`src/rtl/z80_im2_int_ctrl.sv`:
```
// rtl/z80_im2_int_ctrl.sv - Z80 mode-2 interrupt controller: timer plus three edge sources, vectored INTA, RETI snoop
module z80_im2_int_ctrl #(
    parameter logic [7:0]  BASE_PORT = 8'h80,
    parameter int unsigned TIMER_DIV = 5000
) (
    input  logic       CLK,
    input  logic       RESET,
    input  logic       nM1,
    input  logic       nIORQ,
    input  logic       nMREQ,
    input  logic       nRD,
    input  logic       nWR,
    input  logic [7:0] A,
    input  logic [7:0] D_in,
    output logic [7:0] D_out,
    output logic       D_oe,
    input  logic [2:0] irq_req,
    output logic       nINT
);

    localparam logic [7:0]  PORT_VBASE = BASE_PORT;
    localparam logic [7:0]  PORT_MASK  = BASE_PORT + 8'd1;
    localparam logic [7:0]  PORT_STAT  = BASE_PORT + 8'd2;
    localparam logic [15:0] TIMER_LAST = 16'(TIMER_DIV - 1);

    typedef enum logic {IDLE, GOT_ED} reti_state_t;

    reti_state_t state_q, state_d;
    logic [7:3]  vbase_q, vbase_d;
    logic [3:0]  mask_q, mask_d;
    logic [3:0]  pending_q, pending_d;
    logic [3:0]  in_service_q, in_service_d;
    logic [15:0] timer_q, timer_d;
    logic [2:0]  irq_q, irq_d;
    logic        nint_q, nint_d;
    logic        inta_q, inta_d;
    logic        wr_q, wr_d;
    logic        fetch_q, fetch_d;
    logic        ack_valid_q, ack_valid_d;
    logic [1:0]  ack_k_q, ack_k_d;

    logic       inta, io_wr, io_rd, fetch, wr_first, inta_first, ack;
    logic       byte_valid, reti, timer_wrap, req_any;
    logic [3:0] req, set_bits;
    logic [1:0] req_k, vec_k;

    assign inta       = ~nM1 & ~nIORQ;
    assign io_wr      = nM1 & ~nIORQ & ~nWR;
    assign io_rd      = nM1 & ~nIORQ & ~nRD & (A == PORT_STAT);
    assign fetch      = ~nM1 & ~nMREQ & ~nRD;
    assign wr_first   = io_wr & ~wr_q;
    assign inta_first = inta & ~inta_q;
    // The opcode byte is taken on the cycle nRD has just risen after an M1 fetch.
    assign byte_valid = fetch_q & nRD;

    always_comb begin
        req     = pending_q & ~mask_q;
        req_any = |req;
        if (req[0])      req_k = 2'd0;
        else if (req[1]) req_k = 2'd1;
        else if (req[2]) req_k = 2'd2;
        else             req_k = 2'd3;
        ack = inta_first & req_any;
    end

    always_comb begin
        state_d = state_q;
        reti    = 1'b0;
        if (byte_valid) begin
            case (state_q)
                IDLE: begin
                    if (D_in == 8'hED) state_d = GOT_ED;
                end
                GOT_ED: begin
                    if (D_in == 8'h4D) begin
                        reti    = 1'b1;
                        state_d = IDLE;
                    end else if (D_in != 8'hED) begin
                        state_d = IDLE;
                    end
                end
                default: state_d = IDLE;
            endcase
        end
    end

    always_comb begin
        timer_wrap = (timer_q == TIMER_LAST);
        timer_d    = timer_wrap ? 16'd0 : timer_q + 16'd1;
        irq_d      = irq_req;
        set_bits   = {irq_req & ~irq_q, timer_wrap};

        pending_d    = pending_q;
        in_service_d = in_service_q;
        if (reti) in_service_d = 4'h0;
        if (ack) begin
            pending_d[req_k]    = 1'b0;
            in_service_d[req_k] = 1'b1;
        end
        // A fresh edge landing on the acknowledge cycle must not be lost.
        pending_d = pending_d | set_bits;

        vbase_d = vbase_q;
        mask_d  = mask_q;
        if (wr_first && A == PORT_VBASE) vbase_d = D_in[7:3];
        if (wr_first && A == PORT_MASK)  mask_d  = D_in[3:0];

        inta_d  = inta;
        wr_d    = io_wr;
        fetch_d = fetch;

        ack_valid_d = ack_valid_q;
        ack_k_d     = ack_k_q;
        if (inta_first) begin
            ack_valid_d = req_any;
            ack_k_d     = req_k;
        end

        nint_d = ack | ~(req_any & (in_service_q == 4'h0));
    end

    always_comb begin
        D_oe  = 1'b0;
        D_out = 8'h00;
        vec_k = req_k;
        if (!RESET) begin
            if (inta) begin
                D_oe  = inta_q ? ack_valid_q : req_any;
                vec_k = inta_q ? ack_k_q : req_k;
                if (D_oe) D_out = {vbase_q, vec_k, 1'b0};
            end else if (io_rd) begin
                D_oe  = 1'b1;
                D_out = {pending_q, in_service_q};
            end
        end
    end

    always_ff @(posedge CLK) begin
        if (RESET) begin
            state_q      <= IDLE;
            vbase_q      <= 5'h00;
            mask_q       <= 4'hF;
            pending_q    <= 4'h0;
            in_service_q <= 4'h0;
            timer_q      <= 16'd0;
            irq_q        <= 3'b000;
            nint_q       <= 1'b1;
            inta_q       <= 1'b0;
            wr_q         <= 1'b0;
            fetch_q      <= 1'b0;
            ack_valid_q  <= 1'b0;
            ack_k_q      <= 2'd0;
        end else begin
            state_q      <= state_d;
            vbase_q      <= vbase_d;
            mask_q       <= mask_d;
            pending_q    <= pending_d;
            in_service_q <= in_service_d;
            timer_q      <= timer_d;
            irq_q        <= irq_d;
            nint_q       <= nint_d;
            inta_q       <= inta_d;
            wr_q         <= wr_d;
            fetch_q      <= fetch_d;
            ack_valid_q  <= ack_valid_d;
            ack_k_q      <= ack_k_d;
        end
    end

    assign nINT = nint_q;

endmodule
```
`config.mk`:
```
export PLATFORM = sky130hd
export DESIGN_NAME = z80_im2_int_ctrl
export DESIGN_NICKNAME = d
export VERILOG_FILES = /design/src/rtl/z80_im2_int_ctrl.sv
export SDC_FILE = /design/constraint.sdc
export NUM_CORES = 1
export LEC_CHECK = 0
export BUFFER_PORTS_ARGS = -buffer_cell sky130_fd_sc_hd__buf_2
export CORE_ASPECT_RATIO = 1.5
export CORE_UTILIZATION = 40
export DETAILED_ROUTE_END_ITERATION = 10
export RECOVER_POWER = 100
export SYNTH_ARGS = -nofsm -noshare
export SYNTH_HDL_FRONTEND = slang
export SYNTH_SLANG_ARGS = --single-unit
```
`constraint.sdc`:
```
create_clock -name CLK -period 2.45 [get_ports CLK]
set_clock_uncertainty 0.15 [all_clocks]
set_input_delay 0.49 -clock CLK [delete_from_list [all_inputs] [get_ports CLK]]
set_output_delay 0.49 -clock CLK [all_outputs]
set_load 0.005 [all_outputs]
```
==> results.md <==
* Failing checks: negative setup slack
* Routed Wire Length at 4384 microns
* Final Hold Viols at 0
* Least-Margin Pin Slew at 552.2 ps
* Data arrival time of the critical path at 1830 ps
* Most numerous cell in the Yosys netlist: dfxtp_1
* Fillers at 496
* Met3 Resource Use GR at 4.431%
* Worst R2R Start: inta_q
* Cells after synthesis at 223
* Syn Std Cell Area at 1978 sq um
* Total setup buffers inserted after CTS at 0
* Initial DRC Count at 56
* Crit-path max cell delay at 540 ps
* Worst R2R End: pending_q[3]
* Post-Place Worst Slack at -183.3 ps
* Top post-synthesis cells by count: dfxtp_1 (44), nor2_1 (39), nor3_1 (13), nor2b_1 (12), xnor2_1 (12)
* Max Buffers Root-to-Sink at 2
* Worst min-delay path category: primary input to register
* M1 GR Usage at 17.67%
* Library cells used by synthesis at 41
* Top cells by area, synth: dfxtp_1 (45%), nor2_1 (7.4%), xnor2_1 (5.3%)
* TritonCTS buffer count at 5
* Synth Flop Type: dfxtp_1
* Worst reg2reg path depth at 5
* Clock latency on the worst-skew pair at 300 ps
* Final-stage net count at 298
* Hold_buf cts at 0
* PD cells at 561.2 nW/um^2
* Ys Warns at 0
* Pint at 1.087 mW
* Area growth, synth to finish at 26.19%
* Number of cell rows at 31
* GRT busiest layer: met2
* Worst Hold Launch: nMREQ
* Port-buffer cells at 35
* Critical path, cell by cell: buf_6 > or4b_4 > nor4_4 > nor2_4 > nor3_1 > buf_2
* Critical Path RT at 1810 ps
* EDFF count, synth at 0
* Fin Setup TNS at -32.19 ps
* Maximum vdd drop at 376.9 uV
* GRT Resource Usage Total at 19.04%
* Net Switching at 314.1 uW
* Final WS setup at -15.81 ps
* Clock Pin Slew Worst Setup and Hold Paths at 80 ps
* Layout cells sized above 1 at 25.74%
* Peak Freq at 0.4055 GHz
* Critical Path End Type: output pin
* Initial Util at 41.13%
* CP bufs+invs at 2
* Yosys top cell area share at 44.53%
* DRC viols at 0
* Hold Path Cell Cnt at 2
* Clock sinks at 44
* Routability congestion estimate at 0.8080
* Core footprint at 4810 sq um
* Nature of the critical path startpoint: primary input
* Crit path kind: primary input to output pin
* Die area at 5236 sq um
* Total iterations of the first detailed-routing run at 4
* Largest net degree at the start of global routing at 30
* Crit path time final at 2466 ps
* H-tree depth at 2
* Global route overflow at 0
* Cell at the slowest stage of the critical path: or4b_4
* Max-slew violations at 0
* Hold Crit Endpoint: fetch_q
* Max-cap violations at 0
* Clock power share at 38.9%
* Gate power share at 8.3%
* Leak at 0.8984 nW
* CTS root buf: clkbuf_8
* CTS tree: done
* First-pass GRT wire length at 7383 microns
* Tot Pwr at 1.401 mW
* CP top delay family: simple AND/OR/NAND/NOR gates
* Top Ports at 36
* RSZ-0062 raised after global routing: yes
* Area leader, netlist: dfxtp_1
* Reg-to-reg slack, setup at 460 ps
* Seq cells post-synth at 44
* Switching share of power at 22.43%
* Post-DR vias/cell at 5.124
* Avg Inst Size Synth at 8.871 sq um
* Slew margin rel. at 63.19%
* ANT nets after route at 0
* Die Y at 88.13 microns
* Wire per inst at 12.97 microns
* Initial antenna violation count at 0
* Critical Path Fanout Max at 8
* Async S/R FF share, synth at 0%
* GR Util met2 at 37.59%
* Seq/Total Area, Yosys at 44.53%
* Antenna diode count at 0
* Number of global-route vias before repair at 1710
* Period utilization at 100.6%
* Synth Net Count at 250
* Endpoints failing setup at 3
* DP Wirelength at 3254 microns
* Sequential power share at 52.8%
* Vias at 1732
* Run status: finished with violations
* Die outline width at 59.42 microns
## layer usage
metal,wire length [microns],vias up
li1,-,892
met1,1739,797
met2,2398,34
met3,156,9
met4,90,0
met5,0,-
## worst max-delay path by stage
stage | start | endpoint | slack, ps | cells past startpoint
3_5_place_dp | A[3] | D_out[1] | -180 | 6
2_1_floorplan | A[3] | D_out[1] | 80 | 4
6_report | RESET | D_out[6] | -20 | 6
4_1_cts | A[3] | D_out[1] | -50 | 6
3_3_place_gp | RESET | D_out[1] | -150 | 6
5_1_grt | pending_q[0] | D_out[3] | -80 | 5
## state kept, by name (all words and copies together) (netlist names)
signal / flops
timer_q: 16
mask_q: 4
nINT: 1
irq_q: 3
in_service_q: 4
pending_q: 4
wr_q: 1
state_q: 1
vbase_q: 5
ack_valid_q: 1
fetch_q: 1
inta_q: 1
ack_k_q: 2
## cell families after synthesis
kind of cell,Yosys count,share of synthesized area [%]
flip-flops,44,44.53
buffers and inverters,12,2.277
AO/OA/AOI/OAI,26,8.982
AND/OR/NAND/NOR,117,32.83
XOR/XNOR,14,6.199
adder cells (fa/ha/maj),1,0.6324
multiplexers,9,4.554
## worst register-to-register path: cells and delay by family, from the launching register on
kind                   cells  cell delay (ps)
flip-flops                 1              380
AND/OR/NAND/NOR            2              800
AO/OA/AOI/OAI              2              310
buffers and inverters      1              240
## through the flow
stage	instances	area (sq um)	utilization [%]	hold slack, ps
floorplan	223	1978	-	267.6
global placement	330	2320	48.23	280.9
detailed placement	330	2320	48.23	291.0
CTS	338	2457	51.09	187.1
global route	338	2496	51.90	199.3
finish	338	2496	51.90	191.0
## final cells by class
| cell class | count | area [sq um] | area share, % |
|---|---|---|---|
| clock inverter | 2 | 35.03 | 1.404 |
| inverter | 5 | 18.77 | 0.7519 |
| clock buffer | 6 | 72.57 | 2.907 |
| timing repair buffer | 48 | 270.3 | 10.83 |
| sequential | 44 | 885.9 | 35.49 |
| multi-input combinational | 167 | 1131 | 45.31 |
| tap | 66 | 82.58 | 3.308 |
## cell usage in the layout, fill, tap and decap left out, drive strengths merged, types with 5 or more instances in the layout
cell / Yosys / final
dfxtp: 44 / 44
buf: 2 / 41
nor2: 39 / 39
nor3: 13 / 13
clkbuf: 5 / 13
xnor2: 12 / 12
nor2b: 12 / 12
nor4: 11 / 11
mux2i: 9 / 9
nand2: 8 / 8
a21oi: 8 / 8
nand3: 7 / 7
inv: 5 / 5
## power groups by stage
stage / logic (mW) / registers (mW) / clock network, mW
floorplan: 0.0587 / 0.754 / 0
detailed placement: 0.111 / 0.756 / 0
CTS: 0.115 / 0.739 / 0.560
global route: 0.129 / 0.742 / 0.586
finish: 0.116 / 0.739 / 0.545
global placement: 0.109 / 0.756 / 0
## timing repair
item                       4_1_cts  5_1_grt
pin swaps                        2        5
resized for setup                6       17
setup endpoints to repair        8        8
gates cloned                     0        0
Power figures use the tool's default switching activity.
